File: src/rtl/uart_tx_dev_pkg.sv
// uart_tx_dev_pkg: register offsets, bridge window bounds and serialiser states for the UART transmitter
package uart_tx_dev_pkg;
  localparam logic [1:0] UART_DATA = 2'd0;
  localparam logic [1:0] UART_STAT = 2'd1;
  localparam logic [1:0] UART_CTRL = 2'd2;
  localparam logic [1:0] UART_DIV  = 2'd3;
  localparam logic [31:0] StartAddrUART = 32'h0000_7f20;
  localparam logic [31:0] EndAddrUART   = 32'h0000_7f2f;
  typedef enum logic [1:0] {IDLE, START, DATA, STOP} uart_state_e;
endpackage

File: src/rtl/uart_tx_fifo.sv
// uart_tx_fifo: synchronous FIFO that drops pushes when full and ignores pops when empty
module uart_tx_fifo #(
  parameter int DEPTH = 4,
  parameter int W = 8,
  localparam int AW = $clog2(DEPTH),
  localparam int CW = $clog2(DEPTH + 1)
) (
  input  logic          clk,
  input  logic          reset,
  input  logic          push,
  input  logic          pop,
  input  logic [W-1:0]  din,
  output logic [W-1:0]  dout,
  output logic [CW-1:0] count,
  output logic          full,
  output logic          empty
);
  logic [W-1:0] mem [DEPTH];
  logic [AW-1:0] wp, rp;
  logic do_push, do_pop;
  assign full = count == CW'(DEPTH);
  assign empty = count == '0;
  assign do_push = push && !full;
  assign do_pop = pop && !empty;
  assign dout = mem[rp];
  always_ff @(posedge clk) begin
    if (do_push) mem[wp] <= din;
  end
  always_ff @(posedge clk) begin
    if (reset) begin
      wp <= '0;
      rp <= '0;
      count <= '0;
    end else begin
      wp <= do_push ? wp + 1'b1 : wp;
      rp <= do_pop ? rp + 1'b1 : rp;
      count <= count + CW'(do_push) - CW'(do_pop);
    end
  end
endmodule

File: src/rtl/uart_tx_dev.sv
// uart_tx_dev: memory-mapped 8N1 UART transmitter with byte FIFO and drain interrupt
module uart_tx_dev
  import uart_tx_dev_pkg::*;
#(
  parameter int DEPTH = 4,
  parameter logic [15:0] DIV_RESET = 16'd16
) (
  input  logic        clk,
  input  logic        reset,
  input  logic [31:2] Addr,
  input  logic        WE,
  input  logic [31:0] Din,
  output logic [31:0] Dout,
  output logic        IRQ,
  output logic        tx
);
  localparam int CW = $clog2(DEPTH + 1);
  uart_state_e state, state_n;
  logic [7:0] shreg, fdout;
  logic [2:0] idx, idx_n;
  logic [15:0] div, divm, bcnt;
  logic [CW-1:0] count;
  logic [1:0] a;
  logic ovr, ien, pop, full, empty, busy, last, push;
  logic unused_bits;
  assign a = Addr[3:2];
  assign unused_bits = ^{Addr[31:4], Din[31:16]};
  assign push = WE && a == UART_DATA;
  assign busy = state != IDLE;
  assign divm = div == '0 ? 16'd1 : div;
  // >= keeps a live DIV shrink from stranding the counter above the new limit
  assign last = bcnt >= divm - 16'd1;
  assign Dout = a == UART_STAT ? {23'b0, ovr, ien, busy, full, empty, 4'(count)} :
                a == UART_CTRL ? {31'b0, ien} :
                a == UART_DIV  ? {16'b0, div} : 32'b0;
  uart_tx_fifo #(.DEPTH(DEPTH), .W(8)) u_fifo (
    .clk(clk),
    .reset(reset),
    .push(push),
    .pop(pop),
    .din(Din[7:0]),
    .dout(fdout),
    .count(count),
    .full(full),
    .empty(empty)
  );
  always_comb begin
    state_n = state;
    idx_n = idx;
    pop = 1'b0;
    tx = 1'b1;
    case (state)
      IDLE: begin
        pop = !empty;
        state_n = empty ? IDLE : START;
      end
      START: begin
        tx = 1'b0;
        state_n = last ? DATA : START;
        idx_n = last ? 3'd0 : idx;
      end
      DATA: begin
        tx = shreg[idx];
        idx_n = last ? idx + 3'd1 : idx;
        state_n = last && idx == 3'd7 ? STOP : DATA;
      end
      STOP: begin
        pop = last && !empty;
        state_n = !last ? STOP : empty ? IDLE : START;
      end
      default: state_n = IDLE;
    endcase
  end
  always_ff @(posedge clk) begin
    if (reset) begin
      state <= IDLE;
      idx <= '0;
      bcnt <= '0;
      ovr <= 1'b0;
      ien <= 1'b0;
      div <= DIV_RESET;
      IRQ <= 1'b0;
    end else begin
      state <= state_n;
      idx <= idx_n;
      bcnt <= (state == IDLE || last) ? 16'd0 : bcnt + 16'd1;
      if (pop) shreg <= fdout;
      ovr <= (push && full) ? 1'b1 : (WE && a == UART_STAT) ? 1'b0 : ovr;
      if (WE && a == UART_CTRL) ien <= Din[0];
      if (WE && a == UART_DIV) div <= Din[15:0];
      IRQ <= ien & empty & ~busy;
    end
  end
endmodule

File: config.mk
export PLATFORM = sky130hd
export DESIGN_NAME = uart_tx_dev
export DESIGN_NICKNAME = d
export VERILOG_FILES = /design/src/rtl/uart_tx_dev_pkg.sv /design/src/rtl/uart_tx_fifo.sv /design/src/rtl/uart_tx_dev.sv
export SDC_FILE = /design/constraint.sdc
export NUM_CORES = 1
export LEC_CHECK = 0
export ABC_AREA = 0
export BUFFER_PORTS_ARGS = -buffer_cell sky130_fd_sc_hd__buf_2
export CELL_PAD_IN_SITES_DETAIL_PLACEMENT = 0
export CELL_PAD_IN_SITES_GLOBAL_PLACEMENT = 1
export CORE_UTILIZATION = 30
export CTS_BUF_LIST = sky130_fd_sc_hd__clkbuf_8
export DETAILED_ROUTE_END_ITERATION = 12
export HOLD_SLACK_MARGIN = 0.05
export PLACE_DENSITY_LB_ADDON = 0.1
export SETUP_SLACK_MARGIN = 0.05
export SYNTH_ARGS = -nofsm -noshare
export SYNTH_HDL_FRONTEND = slang
export SYNTH_SLANG_ARGS = --single-unit
File: constraint.sdc
create_clock -name clk -period 5.3 [get_ports clk]
set_input_delay 0.265 -clock clk [delete_from_list [all_inputs] [get_ports clk]]
set_output_delay 0.265 -clock clk [all_outputs]
set_load 0.03 [all_outputs]
==> out/metrics.cfg, run 1 <==
[power_and_ir_drop]
largest_vdd_supply_drop_uv = 126
power.density_nw_per_um2 = 328
cellLeakagePower_nw = 2.00
design_power_total_mw = 1.67

[placement]
place.port_buffers = 38
finalWeightedCongestion = 0.763
dp.final_hpwl_um = 7500

[setup_path]
crit_start = div[8]
worstSetupEndpointType = flop
timing.reg2reg.worst_path_depth = 22
arrival_ns = 5.19
required_ns = 5.54
criticalPathCategory = reg -> reg
worstPathMaxFanout = 4
timing.critical_path.slowest_cell_delay_ns = 0.59
cp_slowest_cell = sky130_fd_sc_hd__or4_1
cp-start-kind = flop
timing.critical_path.cells = or4_1 -> or3_1 -> or3_1 -> nor3_1 -> nor2_1 -> ha_1 -> nand2_1 -> nor2_1 -> xnor2_1 -> ha_1 -> nand4_1 -> nor3_2 -> o311ai_1 -> a41oi_2 -> ha_1 -> inv_1 -> ha_1 -> inv_1 -> fa_1 -> xor2_1 -> xnor2_1 -> nor2_1
worstReg2RegStart = div[8]
critPathMostFrequentCell = sky130_fd_sc_hd__ha_1

[yosys]
avgSynthCellArea_sq_um = 10.5
ys_top_cells_by_count = sky130_fd_sc_hd__nand2_1 (49), sky130_fd_sc_hd__dfxtp_1 (47), sky130_fd_sc_hd__edfxtp_1 (40), sky130_fd_sc_hd__nor2_1 (40), sky130_fd_sc_hd__ha_1 (30)
yosys.cell_count.top_type = sky130_fd_sc_hd__nand2_1
yosys_register_bits = 87
synth_cell_types = 48
ys.warnings.count = 0
synth_cells = 423
netlist_top_cells_area = sky130_fd_sc_hd__edfxtp_1 (27%), sky130_fd_sc_hd__dfxtp_1 (21%), sky130_fd_sc_hd__ha_1 (8.4%)
synth_seq_area_share_pct = 48.1
post-synth-top-area-fraction_pct = 27.0
synth_top_cell_by_area = sky130_fd_sc_hd__edfxtp_1
synth_enable_flop_cells = 40
synthArstFlopShare_pct = 0
yosys_most_used_dff = sky130_fd_sc_hd__dfxtp_1
syn_area_sq_um = 4450

[die]
core-area_sq_um = 14500
start_util_pct = 30.6
placement_rows = 44
floorplan.io_pins = 99
die_area_sq_um = 15300
die_x_um = 124
die_y_um = 124

[clock_tree]
tritoncts.num_buffers = 9
hold_buffer_count_at_cts = 0
ctsLongestPathBuffers = 2
clockRootBuffer = sky130_fd_sc_hd__clkbuf_8
htree_levels = 3
cts_sinks = 87
clock_tree_from_tritoncts = built
clkLatencyLatePin_ns = 0.38
clkSlewWorstSetupHoldPaths_ns = 0.10

[sta]
finalSetupTns_ns = 0
slew_headroom_pct = 32.4
final_max_slew_viol_count = 0
timing.final.crit_period_ns = 4.95
rsz0062_at_grt = false
maxClockFrequency_mhz = 202
post-route-period-util_pct = 93.4
fin_worst_skew_ns = 0.0104
final_hold_viol_count = 0
slew_at_the_pin_closest_to_its_max_slew_limit_ns = 1.01
timing.final.setup_violations = 0

[finish]
syn_to_layout_area_delta_pct = 14.6
final_layout_size_suffix_gt1_share_pct = 18.9
antenna_cells = 0
finish.net_count = 568

[global_route]
grt.met3_usage_pct = 3.43
grtUsageTotal_pct = 14.6
grt.overflow.total = 0
grt.met2_usage_pct = 21.3
wire_length_of_the_first_global_routing_pass_um = 16300
vias_in_the_first_global_route = 3015
top_usage_layer = met2
antenna_violations_before_repair = 0
groute.layer.met1.usage_pct = 20.8
grt_max_degree = 39

[route]
route.antenna.remaining_nets = 0
firstDrtPassIters = 4
dr.first_iter.drc_count = 112
finalWirelength_um = 10200
detail_route.drc_violations = 0
via_per_inst = 4.57
dr_total_vias = 3018
routed_wire_length_per_instance_um = 15.4

[min_path]
whs_path_depth = 3
hp-start = Din[12]
hp-class = in -> reg

[status]
outcome = complete, no violations

[run]
cap_violations = 0

[sequential cells by signal, indices dropped and copies added (netlist names)]
register	flops
ien	1
state	2
u_fifo.mem	32
u_fifo.rp	2
u_fifo.wp	2
shreg	8
ovr	1
div	16
bcnt	16
idx	3
u_fifo.count	3
IRQ	1
[per-layer routing]
layer	part of all wire, %	vias to the layer above
li1	-	1547
met1	51	1405
met2	44	56
met3	3.6	10
met4	1.4	0
met5	0	-
[path summary, 6_finish.rpt]
path         slack, ns         endpoint
min               0.12          div[12]
max reg2reg       0.35  u_fifo.count[2]
min reg2reg       0.48          bcnt[0]
max               0.35  u_fifo.count[2]
[area by class of cell]
class	count	area, sq um
sequential	87	2140
clock inverter	6	76.3
multi-input combinational	304	2150
fill	1505	9430
tap	184	230
clock buffer	10	138
inverter	16	60.1
timing repair buffer	54	310
[per-stage QoR]
step	setup WS (ns)	utilization, %	hold slack [ns]	instance area [sq um]	cells
after global placement	0.142	33.5	0.443	4870	644
after detailed placement	0.135	33.5	0.466	4870	644
after CTS	0.101	35.0	0.0960	5080	660
after floorplan	0.440	-	0.364	4510	438
after global routing	0.0551	35.1	0.114	5110	661
final	0.351	35.1	0.121	5110	661
[timing repair]
| item | 4_1_cts | 5_1_grt |
|---|---|---|
| gates resized for setup | 0 | 3 |
| setup endpoints to repair | 0 | 1 |
| setup buffers | 0 | 1 |
[cells by family after synthesis]
logic type	Yosys count	share of synthesized area, %
AO/OA/AOI/OAI	44	5.98
XOR/XNOR	31	6.10
adder cells (fa/ha/maj)	31	8.88
buffers and inverters	47	5.34
flip-flops	87	48.1
multiplexers	21	7.56
other	1	0.0842
AND/OR/NAND/NOR	161	18.0
[worst max-delay path, delay by kind of cell (launching register included)]
kind,cells,cell delay [ns]
simple gates,10,2.21
fa+ha+maj,5,1.27
compound gates,2,0.49
xor+xnor,3,0.43
flops,1,0.31
buf+inv,2,0.11
[power by group]
part	total, mW	switching [mW]	leakage (nW)	internal (mW)
Clock	0.506	0.266	0.109	0.239
Combinational	0.370	0.209	1.14	0.161
Sequential	0.799	0.0454	0.743	0.754
Total	1.67	0.521	2.00	1.15
[placed cells by master (no fill, tap or decap), types with 10 or more instances in the layout]
cell type                  instances
sky130_fd_sc_hd__nand2_1          49
sky130_fd_sc_hd__dfxtp_1          47
sky130_fd_sc_hd__nor2_1           40
sky130_fd_sc_hd__edfxtp_1         40
sky130_fd_sc_hd__buf_2            38
sky130_fd_sc_hd__ha_1             30
sky130_fd_sc_hd__a21oi_1          23
sky130_fd_sc_hd__xnor2_1          19
sky130_fd_sc_hd__inv_1            16
sky130_fd_sc_hd__conb_1           16
sky130_fd_sc_hd__buf_4            16
sky130_fd_sc_hd__xor2_1           12
sky130_fd_sc_hd__and3_1           11
sky130_fd_sc_hd__nand3_1          11
sky130_fd_sc_hd__nor2b_1          10
sky130_fd_sc_hd__mux4_2           10
sky130_fd_sc_hd__mux2i_1          10
sky130_fd_sc_hd__clkbuf_8         10
No activity file was read; power rests on OpenSTA's default activity.
==> inputs of run 2 (changes only) <==
SKIP_CTS_REPAIR_TIMING = 1   (was not set)
SYNTH_HIERARCHICAL = 1   (was not set)
==> run 2 against run 1 <==
The flow now finishes with violations (design-rule violations, negative setup slack); clock skew is 0.0016 ns lower; utilization is 0.83 points higher; largest cell class unchanged; synthesized area is 2.6% higher.
==> out/metrics.cfg, run 2 <==
[global_route]
grt.overflow.total = 0
grtUsageTotal_pct = 13.4
wire_length_of_the_first_global_routing_pass_um = 16100
vias_in_the_first_global_route = 3028
grt_max_degree = 36
antenna_violations_before_repair = 0

[clock_tree]
clkSlewWorstSetupHoldPaths_ns = 0.09
clock_tree_from_tritoncts = built
htree_levels = 3
cts_sinks = 89
ctsLongestPathBuffers = 2
clockRootBuffer = sky130_fd_sc_hd__clkbuf_8
tritoncts.num_buffers = 9
clkLatencyLatePin_ns = 0.37

[yosys]
synth_top_cell_by_area = sky130_fd_sc_hd__edfxtp_1
yosys_register_bits = 89
syn_area_sq_um = 4570
avgSynthCellArea_sq_um = 10.6
synthArstFlopShare_pct = 0
synth_seq_area_share_pct = 47.8
netlist_top_cells_area = sky130_fd_sc_hd__edfxtp_1 (26%), sky130_fd_sc_hd__dfxtp_1 (21%), sky130_fd_sc_hd__ha_1 (8.2%)
ys_top_cells_by_count = sky130_fd_sc_hd__dfxtp_1 (49), sky130_fd_sc_hd__nand2_1 (47), sky130_fd_sc_hd__edfxtp_1 (40), sky130_fd_sc_hd__nor2_1 (35), sky130_fd_sc_hd__ha_1 (30)
ys.warnings.count = 6
yosys.cell_count.top_type = sky130_fd_sc_hd__dfxtp_1
synth_enable_flop_cells = 40
post-synth-top-area-fraction_pct = 26.3
synth_cell_types = 48
yosys_most_used_dff = sky130_fd_sc_hd__dfxtp_1
synth_cells = 429

[finish]
leading_cell_type_in_the_layout_fill_and_taps_excluded = sky130_fd_sc_hd__dfxtp_1
post_layout_nonfiller_instances = 673
final_layout_size_suffix_gt1_share_pct = 24.1
syn_to_layout_area_delta_pct = 15.7
nFillCells = 1499
final_cell_mix = sky130_fd_sc_hd__dfxtp_1 (48), sky130_fd_sc_hd__nand2_1 (44), sky130_fd_sc_hd__edfxtp_1 (40)
regMostFlops = u_fifo/mem
largestRegisters = u_fifo/mem x32, bcnt x16, div x16
finish.net_count = 580
largest_register_ffs = 32
antenna_cells = 0

[setup_path]
worstReg2RegStart = div[12]
crit_start = div[12]
timing.critical_path.slowest_cell_delay_ns = 0.56
cp-start-kind = flop
worstSetupEndpointType = flop
critPathMostFrequentCell = sky130_fd_sc_hd__nand2_2
criticalPathCategory = reg -> reg
required_ns = 5.54
cp_slowest_cell = sky130_fd_sc_hd__or4_4
arrival_ns = 5.56
worstPathMaxFanout = 3

[placement]
dp.cells = 652
place_worst_setup_slack_ns = -0.143
dp.final_hpwl_um = 7170
finalWeightedCongestion = 0.733
place.port_buffers = 38

[sta]
timing.final.setup_violations = 1
final_hold_viol_count = 0
maxClockFrequency_mhz = 188
rsz0062_at_grt = true
slew_at_the_pin_closest_to_its_max_slew_limit_ns = 0.702
final_max_slew_viol_count = 0
fin_worst_skew_ns = 0.00879
fin_ws_ns = -0.0167
slew_headroom_pct = 53.2
timing.final.crit_period_ns = 5.32
post-route-period-util_pct = 100
finalSetupTns_ns = -0.0167

[status]
failed_checks = design-rule violations, negative setup slack
outcome = complete, but fails checks

[die]
die_y_um = 125
die_area_sq_um = 15700
core-area_sq_um = 14700
placement_rows = 44
start_util_pct = 31.1
floorplan.io_pins = 99
die_x_um = 125

[route]
route.antenna.remaining_nets = 0
finalWirelength_um = 9810
dr.first_iter.drc_count = 186
detail_route.drc_violations = 4
routed_wire_length_per_instance_um = 14.6
firstDrtPassIters = 10
dr_total_vias = 3118
via_per_inst = 4.63

[min_path]
hp-start = Din[12]
hp-class = in -> reg

[power_and_ir_drop]
design_power_total_mw = 1.73
largest_vdd_supply_drop_uv = 179
cellLeakagePower_nw = 2.03
power.density_nw_per_um2 = 327

[run]
cap_violations = 0

-- run 2: cell count changes after synthesis, moves of 3 or more --
cell,change
sky130_fd_sc_hd__a21oi_1,+6
sky130_fd_sc_hd__nor2_1,-5
sky130_fd_sc_hd__a21bo_2,+3
sky130_fd_sc_hd__nand3b_1,+3
-- run 2: metrics by stage --
| step | hold WS, ns | area, sq um | utilization, % |
|---|---|---|---|
| final | 0.112 | 5290 | 36.0 |
| after global routing | 0.108 | 5290 | 36.0 |
| after CTS | 0.0981 | 5160 | 35.1 |
| after detailed placement | 0.452 | 4980 | 33.9 |
| after global placement | 0.440 | 4980 | 33.9 |
| after floorplan | 0.364 | 4620 | - |
-- run 2: final timing paths --
check	to	slack (ns)	depth (start not counted)
setup / recovery	u_fifo/count[2]	-0.02	28
hold / removal	div[12]	0.11	3
setup reg to reg	u_fifo/count[2]	-0.02	28
hold reg to reg	bcnt[0]	0.47	1
-- run 2: cell families after synthesis --
group                    count (synthesis)  synth area share (%)
multiplexers                            23                  7.81
buffers and inverters                   51                  6.14
other                                    1                0.0821
XOR/XNOR                                29                  5.56
AO/OA/AOI/OAI                           49                  6.68
AND/OR/NAND/NOR                        156                  17.3
flip-flops                              89                  47.8
adder cells (fa/ha/maj)                 31                  8.66
-- run 2: where the power goes --
group          switching [mW]  leakage [nW]  internal (mW)
clock                   0.259        0.0916          0.174
combinational           0.242          1.18          0.218
sequential             0.0562         0.759          0.777
total                   0.557          2.03           1.17
-- run 2: layout make-up --
cell class              count  area (sq um)  area share, %
clock buffers               9           124           2.34
clock inverters             7          52.6          0.994
inverters                  16          60.1           1.14
multi-input cells         304          2250           42.6
flip-flops and latches     89          2180           41.3
well taps                 184           230           4.36
repair buffers             64           385           7.29
-- run 2: layer usage --
layer,vias up,share of wire [%],GRT usage [%]
met5,-,0,0
met2,37,45,20.5
met3,11,2.8,3.42
met4,0,1.3,4.73
li1,1584,-,-
met1,1486,51,18.3
-- run 2: worst max-delay path, delay by kind of cell, from the launching register on --
kind / cells / cell delay [ns]
xor+xnor: 3 / 0.42
compound gates: 5 / 0.68
fa+ha+maj: 5 / 1.15
simple gates: 12 / 2.38
buf+inv: 3 / 0.26
flops: 1 / 0.33
